==> src/rtl/deshift_reg_pkg.sv <==
// Shared constants and state type for the serial-to-parallel frame deserializer.
package deshift_reg_pkg;

    localparam int DEF_WORD_SIZE = 4;
    localparam int DEF_NUM_WORDS = 16;

    typedef enum logic {
        FILL = 1'b0,
        FULL = 1'b1
    } state_t;

endpackage

==> src/rtl/deshift_reg.sv <==
// Deserializer: collects WORD_SIZE-bit words into a NUM_WORDS-word frame, first word in the MSB slot,
// with early-close flush and a same-cycle drain/accept path.
module deshift_reg
    import deshift_reg_pkg::*;
#(
    parameter int WORD_SIZE = DEF_WORD_SIZE,
    parameter int NUM_WORDS = DEF_NUM_WORDS
) (
    input  logic                               clk,
    input  logic                               reset_n,
    input  logic                               in_valid,
    input  logic [WORD_SIZE-1:0]               in_data,
    output logic                               in_ready,
    input  logic                               flush,
    output logic                               out_valid,
    input  logic                               out_ready,
    output logic [WORD_SIZE*NUM_WORDS-1:0]     out_data,
    output logic [$clog2(NUM_WORDS+1)-1:0]     out_count
);

    localparam int CW = $clog2(NUM_WORDS + 1);

    state_t               state, state_d;
    logic [CW-1:0]        cnt, cnt_d, cnt_inc;
    logic [CW-1:0]        count_q, count_d;
    logic [WORD_SIZE-1:0] frame_q [NUM_WORDS];
    logic                 word_xfer, frame_xfer;
    logic                 wr_en, clr;
    logic [CW-1:0]        wr_idx;

    assign in_ready   = (state == FILL) || out_ready;
    assign out_valid  = (state == FULL);
    assign word_xfer  = in_valid && in_ready;
    assign frame_xfer = out_valid && out_ready;
    assign cnt_inc    = cnt + 1'b1;
    assign out_count  = count_q;

    always_comb begin
        state_d = state;
        cnt_d   = cnt;
        count_d = count_q;
        wr_en   = 1'b0;
        wr_idx  = cnt;
        clr     = 1'b0;
        case (state)
            FILL: begin
                if (word_xfer) begin
                    wr_en = 1'b1;
                    if (cnt_inc == CW'(NUM_WORDS) || flush) begin
                        state_d = FULL;
                        count_d = cnt_inc;
                        cnt_d   = '0;
                    end else begin
                        cnt_d = cnt_inc;
                    end
                end else if (flush && cnt != '0) begin
                    state_d = FULL;
                    count_d = cnt;
                    cnt_d   = '0;
                end
            end
            FULL: begin
                // Drain clears the buffer; a word accepted on the same edge lands in slot 0 instead.
                if (frame_xfer) begin
                    state_d = FILL;
                    clr     = 1'b1;
                    count_d = '0;
                    wr_idx  = '0;
                    if (word_xfer) begin
                        wr_en = 1'b1;
                        cnt_d = CW'(1);
                    end else begin
                        cnt_d = '0;
                    end
                end
            end
            default: state_d = FILL;
        endcase
    end

    always_ff @(posedge clk) begin
        if (!reset_n) begin
            state   <= FILL;
            cnt     <= '0;
            count_q <= '0;
            for (int unsigned i = 0; i < NUM_WORDS; i++) begin
                frame_q[i] <= '0;
            end
        end else begin
            state   <= state_d;
            cnt     <= cnt_d;
            count_q <= count_d;
            for (int unsigned i = 0; i < NUM_WORDS; i++) begin
                if (wr_en && wr_idx == CW'(i)) begin
                    frame_q[i] <= in_data;
                end else if (clr) begin
                    frame_q[i] <= '0;
                end
            end
        end
    end

    always_comb begin
        out_data = '0;
        for (int unsigned k = 0; k < NUM_WORDS; k++) begin
            out_data[WORD_SIZE*(NUM_WORDS-k)-1 -: WORD_SIZE] = frame_q[k];
        end
    end

endmodule

==> config.mk <==
export PLATFORM = sky130hd
export DESIGN_NAME = deshift_reg
export DESIGN_NICKNAME = d
export VERILOG_FILES = /design/src/rtl/deshift_reg_pkg.sv /design/src/rtl/deshift_reg.sv
export SDC_FILE = /design/constraint.sdc
export NUM_CORES = 1
export LEC_CHECK = 0
export CORE_MARGIN = 5
export CORE_UTILIZATION = 44
export DETAILED_ROUTE_END_ITERATION = 12
export PLACE_DENSITY = 0.75
export REMOVE_ABC_BUFFERS = 1
export SETUP_SLACK_MARGIN = 0.05
export SYNTH_ARGS = -nofsm -noshare
export SYNTH_HDL_FRONTEND = slang
export SYNTH_SLANG_ARGS = --single-unit
==> constraint.sdc <==
create_clock -name clk -period 2.2 [get_ports clk]
set_clock_uncertainty 0.1 [all_clocks]
set_input_delay 0.44 -clock clk [delete_from_list [all_inputs] [get_ports clk]]
set_output_delay 0.44 -clock clk [all_outputs]
set_load 0.01 [all_outputs]
Yosys cells after proc, flatten, opt, wreduce, memory -nomap -nowiden
Memories as Yosys holds them, arrays and structs flattened.
Cells that the tools add are included.
Widths: inputs -> output; s select.
{"block": "classes", "add_sub_neg": 1, "mul": 0, "div": 0, "magnitude_cmp": 0, "n_eq_ne": 19, "shifts": 0, "n_mux": 153, "bitwise": 33, "n_reduce_logical": 25}
{"operator": "$mux 4", "count": 32}
{"operator": "$mux 1", "count": 107}
{"operator": "$mux 5", "count": 10}
{"operator": "$eq 5x4->1 const B", "count": 8}
{"operator": "$or 1x1->1", "count": 32}
{"operator": "$eq 5x3->1 const B", "count": 4}
{"operator": "$pmux 5 s2", "count": 2}
{"operator": "$logic_and 1x1->1", "count": 19}
{"operator": "$eq 5x2->1 const B", "count": 2}
{"operator": "$ne 3x2->1 const B", "count": 2}
{"operator": "$add 5x1->5 const B", "count": 1}
{"operator": "$eq 5x1->1 const B", "count": 1}
{"operator": "$eq 5x5->1 const B", "count": 1}
{"operator": "$logic_not 5->1", "count": 1}
{"operator": "$reduce_bool 5->1", "count": 1}
{"operator": "$pmux 1 s2", "count": 2}
{"operator": "$reduce_and 3->1", "count": 1}
{"operator": "$logic_or 1x1->1", "count": 2}
{"operator": "$ne 2x1->1 const B", "count": 1}
{"operator": "$reduce_and 2->1", "count": 1}
{"operator": "$not 1->1", "count": 1}
{"block": "totals", "regBits": 11, "latchBits": 0, "ram_bits": 64, "mem_bits_ro": 0, "in_bits": 9, "out_inout_bits": 71, "wordCells": 235, "memories": 1}
{"memory": "frame_q", "words": 16, "word_bits": 4, "rd": 16, "rd_clocked_by_memory_dff": 0, "wr": 16, "line_no": "deshift_reg.sv:26", "text": "logic [WORD_SIZE-1:0] frame_q [NUM_WORDS];"}

Logic depth before layout (Yosys ltp)
Gate-level depths: netlist of run 1.
{"block": "logic_depth", "ltp_word": 12, "mapped_depth": 8}

Least setup slack after synthesis of run 1
Ideal clock, no wire load.
{"block": "synth_path", "kind": "flip-flop to flip-flop", "startpoint": "register cnt[0]", "endpoint": "register cnt[1]", "setup_ns": 0.115, "arrival_ns": 1.857, "t_required_ns": 1.985, "slack_ns": 0.129, "path_stages_with_launch": 8, "synth_period_minus_slack_ns": 2.071, "cell_sequence": "dfxtp_1 > buf_2 > inv_1 > ha_1 > or4b_4 > a31oi_4 > mux2_1 > and2_1"}
{"block": "synth_via", "elab_chain_len": 6, "elab_cells_between_ends": 10}
{"element": "start: declaration", "line_no": "deshift_reg.sv:24", "text": "logic [CW-1:0] cnt, cnt_d, cnt_inc;"}
{"element": "start signal: assignment", "line_no": "deshift_reg.sv:91", "text": "cnt <= cnt_d;"}
{"element": "$add 5x1->5", "line_no": "deshift_reg.sv:35", "text": "assign cnt_inc = cnt + 1'b1;"}
{"element": "$eq 5x5->1", "line_no": "deshift_reg.sv:49", "text": "if (cnt_inc == CW'(NUM_WORDS) || flush) begin"}
{"element": "$logic_or 1x1->1", "line_no": "deshift_reg.sv:49"}
{"element": "$mux 5", "line_no": "deshift_reg.sv:49"}
{"element": "$mux 5", "line_no": "deshift_reg.sv:47", "text": "if (word_xfer) begin"}
{"element": "$pmux 5 s2", "line_no": "deshift_reg.sv:45", "text": "case (state)"}
Parallel ways exist; a longest one is shown, timed or not.
A chain may end at the register's enable or synchronous reset.

Worst setup path after layout of run 1
Same ends and word-level chain as after synthesis.

==> results of run 1 <==
## final timing paths
| path | end | cells after the start | startpoint | slack (ns) |
|---|---|---|---|---|
| setup / recovery | cnt[1] | 6 | cnt[0] | 0.19 |
| setup reg to reg | cnt[1] | 6 | cnt[0] | 0.19 |
| hold reg to reg | out_count[3] | 1 | out_count[3] | 0.37 |
| hold / removal | out_count[3] | 1 | out_count[3] | 0.37 |
## cells in the final DEF (no fill, tap or decap), types with 2 or more instances in the layout
cell | Yosys | final
nand2b_1 | 3 | 3
inv_1 | 5 | 5
clkbuf_8 | 0 | 9
nand4_1 | 2 | 2
dfxtp_1 | 11 | 11
nand3_1 | 5 | 5
nand2_1 | 11 | 11
edfxtp_1 | 64 | 64
and3_1 | 55 | 55
buf_4 | 0 | 33
nor2_1 | 8 | 8
o21a_1 | 3 | 3
bufinv_16 | 0 | 4
mux2i_1 | 2 | 2
o21ai_0 | 16 | 16
xnor2_1 | 3 | 3
ha_1 | 2 | 2
and2_1 | 17 | 17
o2bb2ai_1 | 5 | 5
nor3_1 | 5 | 5
clkdlybuf4s50_1 | 0 | 78
or3_1 | 2 | 2
xor2_1 | 3 | 3
## cell type report
| cell class | instances | area, sq um |
|---|---|---|
| Clock inverter | 6 | 137.6 |
| Multi-Input combinational cell | 158 | 1017 |
| Inverter | 5 | 18.77 |
| Timing Repair Buffer | 112 | 1037 |
| Fill cell | 561 | 2653 |
| Sequential cell | 75 | 2142 |
| Clock buffer | 9 | 123.9 |
| Tap cell | 99 | 123.9 |
## report_power, final
part	leakage (nW)	internal, mW	switching [mW]
clock network	0.130	0.868	0.508
logic	1.00	0.250	0.228
registers	0.758	1.64	0.0297
total	1.89	2.76	0.765
## synth_stat cells, types with 2 or more instances
| master | count | area (sq um) |
|---|---|---|
| or3_1 | 2 | 12.51 |
| nand2b_1 | 3 | 18.77 |
| and2_1 | 17 | 106.4 |
| edfxtp_1 | 64 | 1922 |
| nand2_1 | 11 | 41.29 |
| o21ai_0 | 16 | 80.08 |
| nor3_1 | 5 | 25.02 |
| buf_1 | 2 | 7.510 |
| xor2_1 | 3 | 26.28 |
| ha_1 | 2 | 25.02 |
| and3_1 | 55 | 344.1 |
| o21a_1 | 3 | 22.52 |
| nor2_1 | 8 | 30.03 |
| nand3_1 | 5 | 25.02 |
| inv_1 | 5 | 18.77 |
| nand4_1 | 2 | 12.51 |
| clkbuf_1 | 11 | 41.29 |
| o2bb2ai_1 | 5 | 43.79 |
| xnor2_1 | 3 | 26.28 |
| dfxtp_1 | 11 | 220.2 |
| buf_2 | 5 | 25.02 |
| mux2i_1 | 2 | 20.02 |
## per-stage QoR
stage          utilization  cells  hold WS, ns  worst slack [ns]
2_1_floorplan            -    238       0.3888            0.1783
3_3_place_gp        0.5984    449       0.3487          -0.07822
3_5_place_dp        0.5984    449       0.3522          -0.09367
4_1_cts             0.6343    464       0.3757            0.1782
5_1_grt             0.6343    464       0.4028           0.07170
6_report            0.6343    464       0.3725            0.1852
## layer usage
layer	global-route usage	part of all wire
met1	0.2131	0.43
met3	0.03206	0.056
met5	0	0
met4	0.06043	0.010
met2	0.2841	0.51
## sequential cells by signal, summed over array words and instances (netlist names)
| name | count |
|---|---|
| frame_q | 64 |
| out_valid | 1 |
| cnt | 5 |
| out_count | 5 |
## kinds of logic after synthesis
family,count (synthesis),synth area share
xor gates and xnor gates,6,0.01608
DFF,75,0.6554
and+or+nand+nor,115,0.2075
adders and majority gates,2,0.007656
buffers and inverters,25,0.03331
AOI/OAI and AO/OA,31,0.06700
muxes,4,0.01302
## repair_timing
action | 4_1_cts | 5_1_grt
setup buffers | 0 | 0
setup endpoints to repair | 1 | 0
hold endpoints to repair | 0 | 0
hold buffers | 0 | 0
gates resized for setup | 1 | 0
==> flow_metrics.py, run 1 <==
metrics = {
    "status": {
        "outcome": "completed",
    },
    "drt": {
        "drc": 0,
        "drtAntennaViolNets": 0,
        "routed_wl_um": 7423,
        "drtPass1Iterations": 4,
        "routed_via_density": 5.030,
        "wl_per_cell_um": 16.00,
        "vias": 2334,
        "drt_first_iter_violations": 116,
    },
    "floorplan": {
        "rows": 31,
        "die-area_sq_um": 9252,
        "start_util": 0.4506,
        "core_area_sq_um": 7253,
        "dieWidth_um": 96.19,
        "die_h_um": 96.19,
        "ios": 80,
    },
    "synthesis": {
        "ys_types": 40,
        "yosysSeqAreaShare": 0.6554,
        "netlist_area_sq_um": 3268,
        "synth_seq_cells": 75,
        "ys_async_sr_fraction": 0,
        "synth-edff-count": 64,
        "synth_warnings": 0,
        "synth_area_per_cell_sq_um": 12.67,
        "yosys_most_used_dff": "edfxtp_1",
        "synthCells": 258,
    },
    "clock_tree": {
        "clock_latency_ns": 0.34,
        "cts_root_buf": "clkbuf_8",
        "cts_inserted_buffers": 9,
        "h-tree-depth": 3,
        "cts_tree": "built",
        "clock_sinks": 75,
        "clk_pin_slew_ns": 0.07,
        "max-clock-path-buffers": 2,
    },
    "timing": {
        "post-route-period-util": 0.9158,
        "drv_slew": 0,
        "fin_setup_tns_ns": 0,
        "setup_viol": 0,
        "max_freq_mhz": 496.3,
        "relSlewSlack": 0.6152,
        "fin_crit_ns": 2.015,
        "tightest_slew_ns": 0.5754,
        "rsz0062_at_grt": "no",
        "finalHoldViolations": 0,
    },
    "placement": {
        "gp_congestion": 0.8866,
        "post_dp_cell_area_sq_um": 4340,
        "io_buffers": 79,
        "dpl.hpwl_um": 5374,
    },
    "run": {
        "maxCapViolations": 0,
    },
    "setup_path": {
        "cp_max_fo": 3,
        "worstPathRequired_ns": 2.33,
        "critPathArrivalTime_ns": 2.15,
        "crit_family": "simple AND/OR/NAND/NOR gates",
        "slowest_stage": "or4b_4",
        "slowest_delay_ns": 0.50,
        "end_kind": "flop",
        "cp_cell_sequence": "inv_1, ha_1, or4b_4, a31oi_4, mux2_1, and2_1",
        "cp-start-kind": "flop",
        "criticalPathCategory": "flop to flop",
        "path_buf_inv": 1,
    },
    "pwr": {
        "p_per_area_nw_per_um2": 765.3,
        "leakage_nw": 1.889,
        "power_mw": 3.521,
        "ir_drop_uv": 358.9,
    },
    "global_route": {
        "grt_max_degree": 25,
        "grt_use_total": 0.1676,
        "grt_pass1_wl_um": 11610,
        "grt_pass1_vias": 2292,
        "grt_overflow_total": 0,
        "antenna_found_initial": 0,
    },
    "finish": {
        "finalNetCount": 372,
        "drive_above_1_share": 0.1479,
        "synthToLayoutAreaGrowth_pct": 40.77,
        "diodes": 0,
        "post-route-cell-area_sq_um": 4601,
    },
    "min_path": {
        "hold_path.class": "flop to flop",
    },
}
(Power assumes the default switching activity.)
==> inputs of run 2 (changes only) <==
--- a/config.mk
+++ b/config.mk
@@ -8,6 +8,7 @@
 export CORE_MARGIN = 5
 export CORE_UTILIZATION = 44
 export DETAILED_ROUTE_END_ITERATION = 12
+export GPL_ROUTABILITY_DRIVEN = 0
 export PLACE_DENSITY = 0.75
 export REMOVE_ABC_BUFFERS = 1
 export SETUP_SLACK_MARGIN = 0.05
==> flow_metrics.py, run 2 (synthesized netlist as in run 1, its figures left out) <==
metrics = {
    "pwr": {
        "p_int_mw": 2.417,
        "p_per_area_nw_per_um2": 704.5,
        "leakage_nw": 1.855,
        "pwr-share-comb": 0.149,
        "netSwitchingFraction": 0.2443,
        "ir_drop_uv": 394.8,
        "p_seq_frac": 0.521,
        "power.switching_mw": 0.7813,
        "p_clk_frac": 0.330,
    },
    "setup_path": {
        "critPathArrivalTime_ns": 2.17,
        "worstPathRequired_ns": 2.34,
        "cp_cell_sequence": "inv_1, ha_1, or4b_4, a31oi_4, buf_4, nor3_1, xor2_1, and2_1",
        "reg2regPathDepth": 8,
        "criticalPathCategory": "flop to flop",
        "crit_family": "simple AND/OR/NAND/NOR gates",
        "cp_max_fo": 3,
        "cp-start-kind": "flop",
        "slowest_stage": "or4b_4",
        "path_buf_inv": 2,
        "worstReg2RegStart": "cnt[0]",
        "r2r_end": "cnt[4]",
        "slowest_delay_ns": 0.51,
        "end_kind": "flop",
        "r2r_slack_ns": 0.17,
    },
    "timing": {
        "rsz0062_at_grt": "no",
        "setup_viol": 0,
        "finalHoldViolations": 0,
        "tightest_slew_ns": 0.5930,
        "drv_slew": 0,
        "fin_setup_tns_ns": 0,
        "fin_crit_ns": 2.035,
        "post-route-period-util": 0.9249,
        "setup_ws_ns": 0.1653,
        "relSlewSlack": 0.6034,
        "max_freq_mhz": 491.5,
    },
    "clock_tree": {
        "cts_root_buf": "clkbuf_8",
        "cts_inserted_buffers": 9,
        "clock_sinks": 75,
        "clock_latency_ns": 0.35,
        "h-tree-depth": 3,
        "max-clock-path-buffers": 2,
        "clk_pin_slew_ns": 0.08,
        "cts_tree": "built",
    },
    "floorplan": {
        "rows": 31,
        "ios": 80,
        "die_h_um": 96.19,
        "core_area_sq_um": 7253,
        "dieWidth_um": 96.19,
        "start_util": 0.4506,
        "die-area_sq_um": 9252,
    },
    "drt": {
        "vias": 2338,
        "routed_via_density": 5.028,
        "routed_wl_um": 7282,
        "drtPass1Iterations": 4,
        "drtAntennaViolNets": 0,
        "wl_per_cell_um": 15.66,
        "drt_first_iter_violations": 133,
        "drc": 0,
    },
    "finish": {
        "synthToLayoutAreaGrowth_pct": 38.90,
        "largest_reg_flops": 64,
        "final_cell_mix": "clkdlybuf4s50_1 (78), edfxtp_1 (64), and3_1 (55)",
        "finalNetCount": 372,
        "drive_above_1_share": 0.1503,
        "diodes": 0,
        "final.fill_count": 567,
        "final_common_cell": "clkdlybuf4s50_1",
        "top_register": "frame_q",
    },
    "min_path": {
        "hold_path_startpoint": "out_count[2]",
        "whs_endpoint": "out_count[2]",
        "hold_path.class": "flop to flop",
        "holdPathStages": 1,
    },
    "global_route": {
        "grt_use_total": 0.1698,
        "grt_overflow_total": 0,
        "grt_pass1_wl_um": 11720,
        "grt_pass1_vias": 2269,
        "grt_max_degree": 25,
        "antenna_found_initial": 0,
    },
    "placement": {
        "io_buffers": 79,
        "post-place-ws_ns": -0.07703,
        "dpl.hpwl_um": 5249,
    },
    "status": {
        "outcome": "completed",
    },
    "run": {
        "maxCapViolations": 0,
    },
}
-- run 2: worst max-delay path by stage --
stage               slack, ns              to      from  depth (start not counted)
global placement        -0.09  frame_q[0][10]  in_valid                          5
CTS                      0.15          cnt[4]    cnt[0]                          8
detailed placement      -0.08   frame_q[0][8]  in_valid                          5
global route             0.07          cnt[2]    cnt[0]                          8
finish                   0.17          cnt[4]    cnt[0]                          8
floorplan                0.18          cnt[1]    cnt[0]                          6
-- run 2: worst reg2reg max path, stage by stage, from the launching register on --
cell and delay (ns):
dfxtp_1 0.32, inv_1 0.10, ha_1 0.19, or4b_4 0.51
a31oi_4 0.24, buf_4 0.14, nor3_1 0.04, xor2_1 0.14
and2_1 0.16
-- run 2: power by group through the flow --
| stage | Combinational, mW | Clock (mW) | Sequential, mW |
|---|---|---|---|
| 6_report | 0.476 | 1.06 | 1.67 |
| 5_1_grt | 0.513 | 1.14 | 1.68 |
| 2_1_floorplan | 0.123 | 0 | 1.75 |
| 3_3_place_gp | 0.468 | 0 | 1.70 |
| 4_1_cts | 0.482 | 1.07 | 1.67 |
| 3_5_place_dp | 0.479 | 0 | 1.70 |
-- run 2: cell type report --
cell class | count | area [sq um] | area share
flip-flops and latches | 75 | 2142 | 0.4719
repair buffers | 112 | 1037 | 0.2285
multi-input cells | 158 | 1017 | 0.2241
clock buffers | 9 | 123.9 | 0.02729
well taps | 99 | 123.9 | 0.02729
clock inverters | 7 | 76.32 | 0.01681
inverters | 5 | 18.77 | 0.004135
-- run 2: per-stage QoR --
step	hold WS, ns	total power [mW]	cell area [sq um]	instances	utilization
global placement	0.3506	2.168	4340	449	0.5984
CTS	0.3756	3.223	4539	465	0.6258
detailed placement	0.3503	2.180	4340	449	0.5984
global route	0.3946	3.332	4539	465	0.6258
floorplan	0.3888	1.871	3178	238	-
finish	0.3691	3.198	4539	465	0.6258
-- run 2: metal layers --
layer	GRT usage	part of all wire	vias to the layer above
met5	0	0	-
met4	0.06398	0.010	0
met3	0.04222	0.065	8
met2	0.2766	0.49	67
met1	0.2181	0.44	1108
li1	-	-	1155
-- run 2: repair_timing --
action	4_1_cts	5_1_grt
hold buffers	0	0
buffers inserted	0	0
setup endpoints to repair	1	0
gates resized for setup	1	0
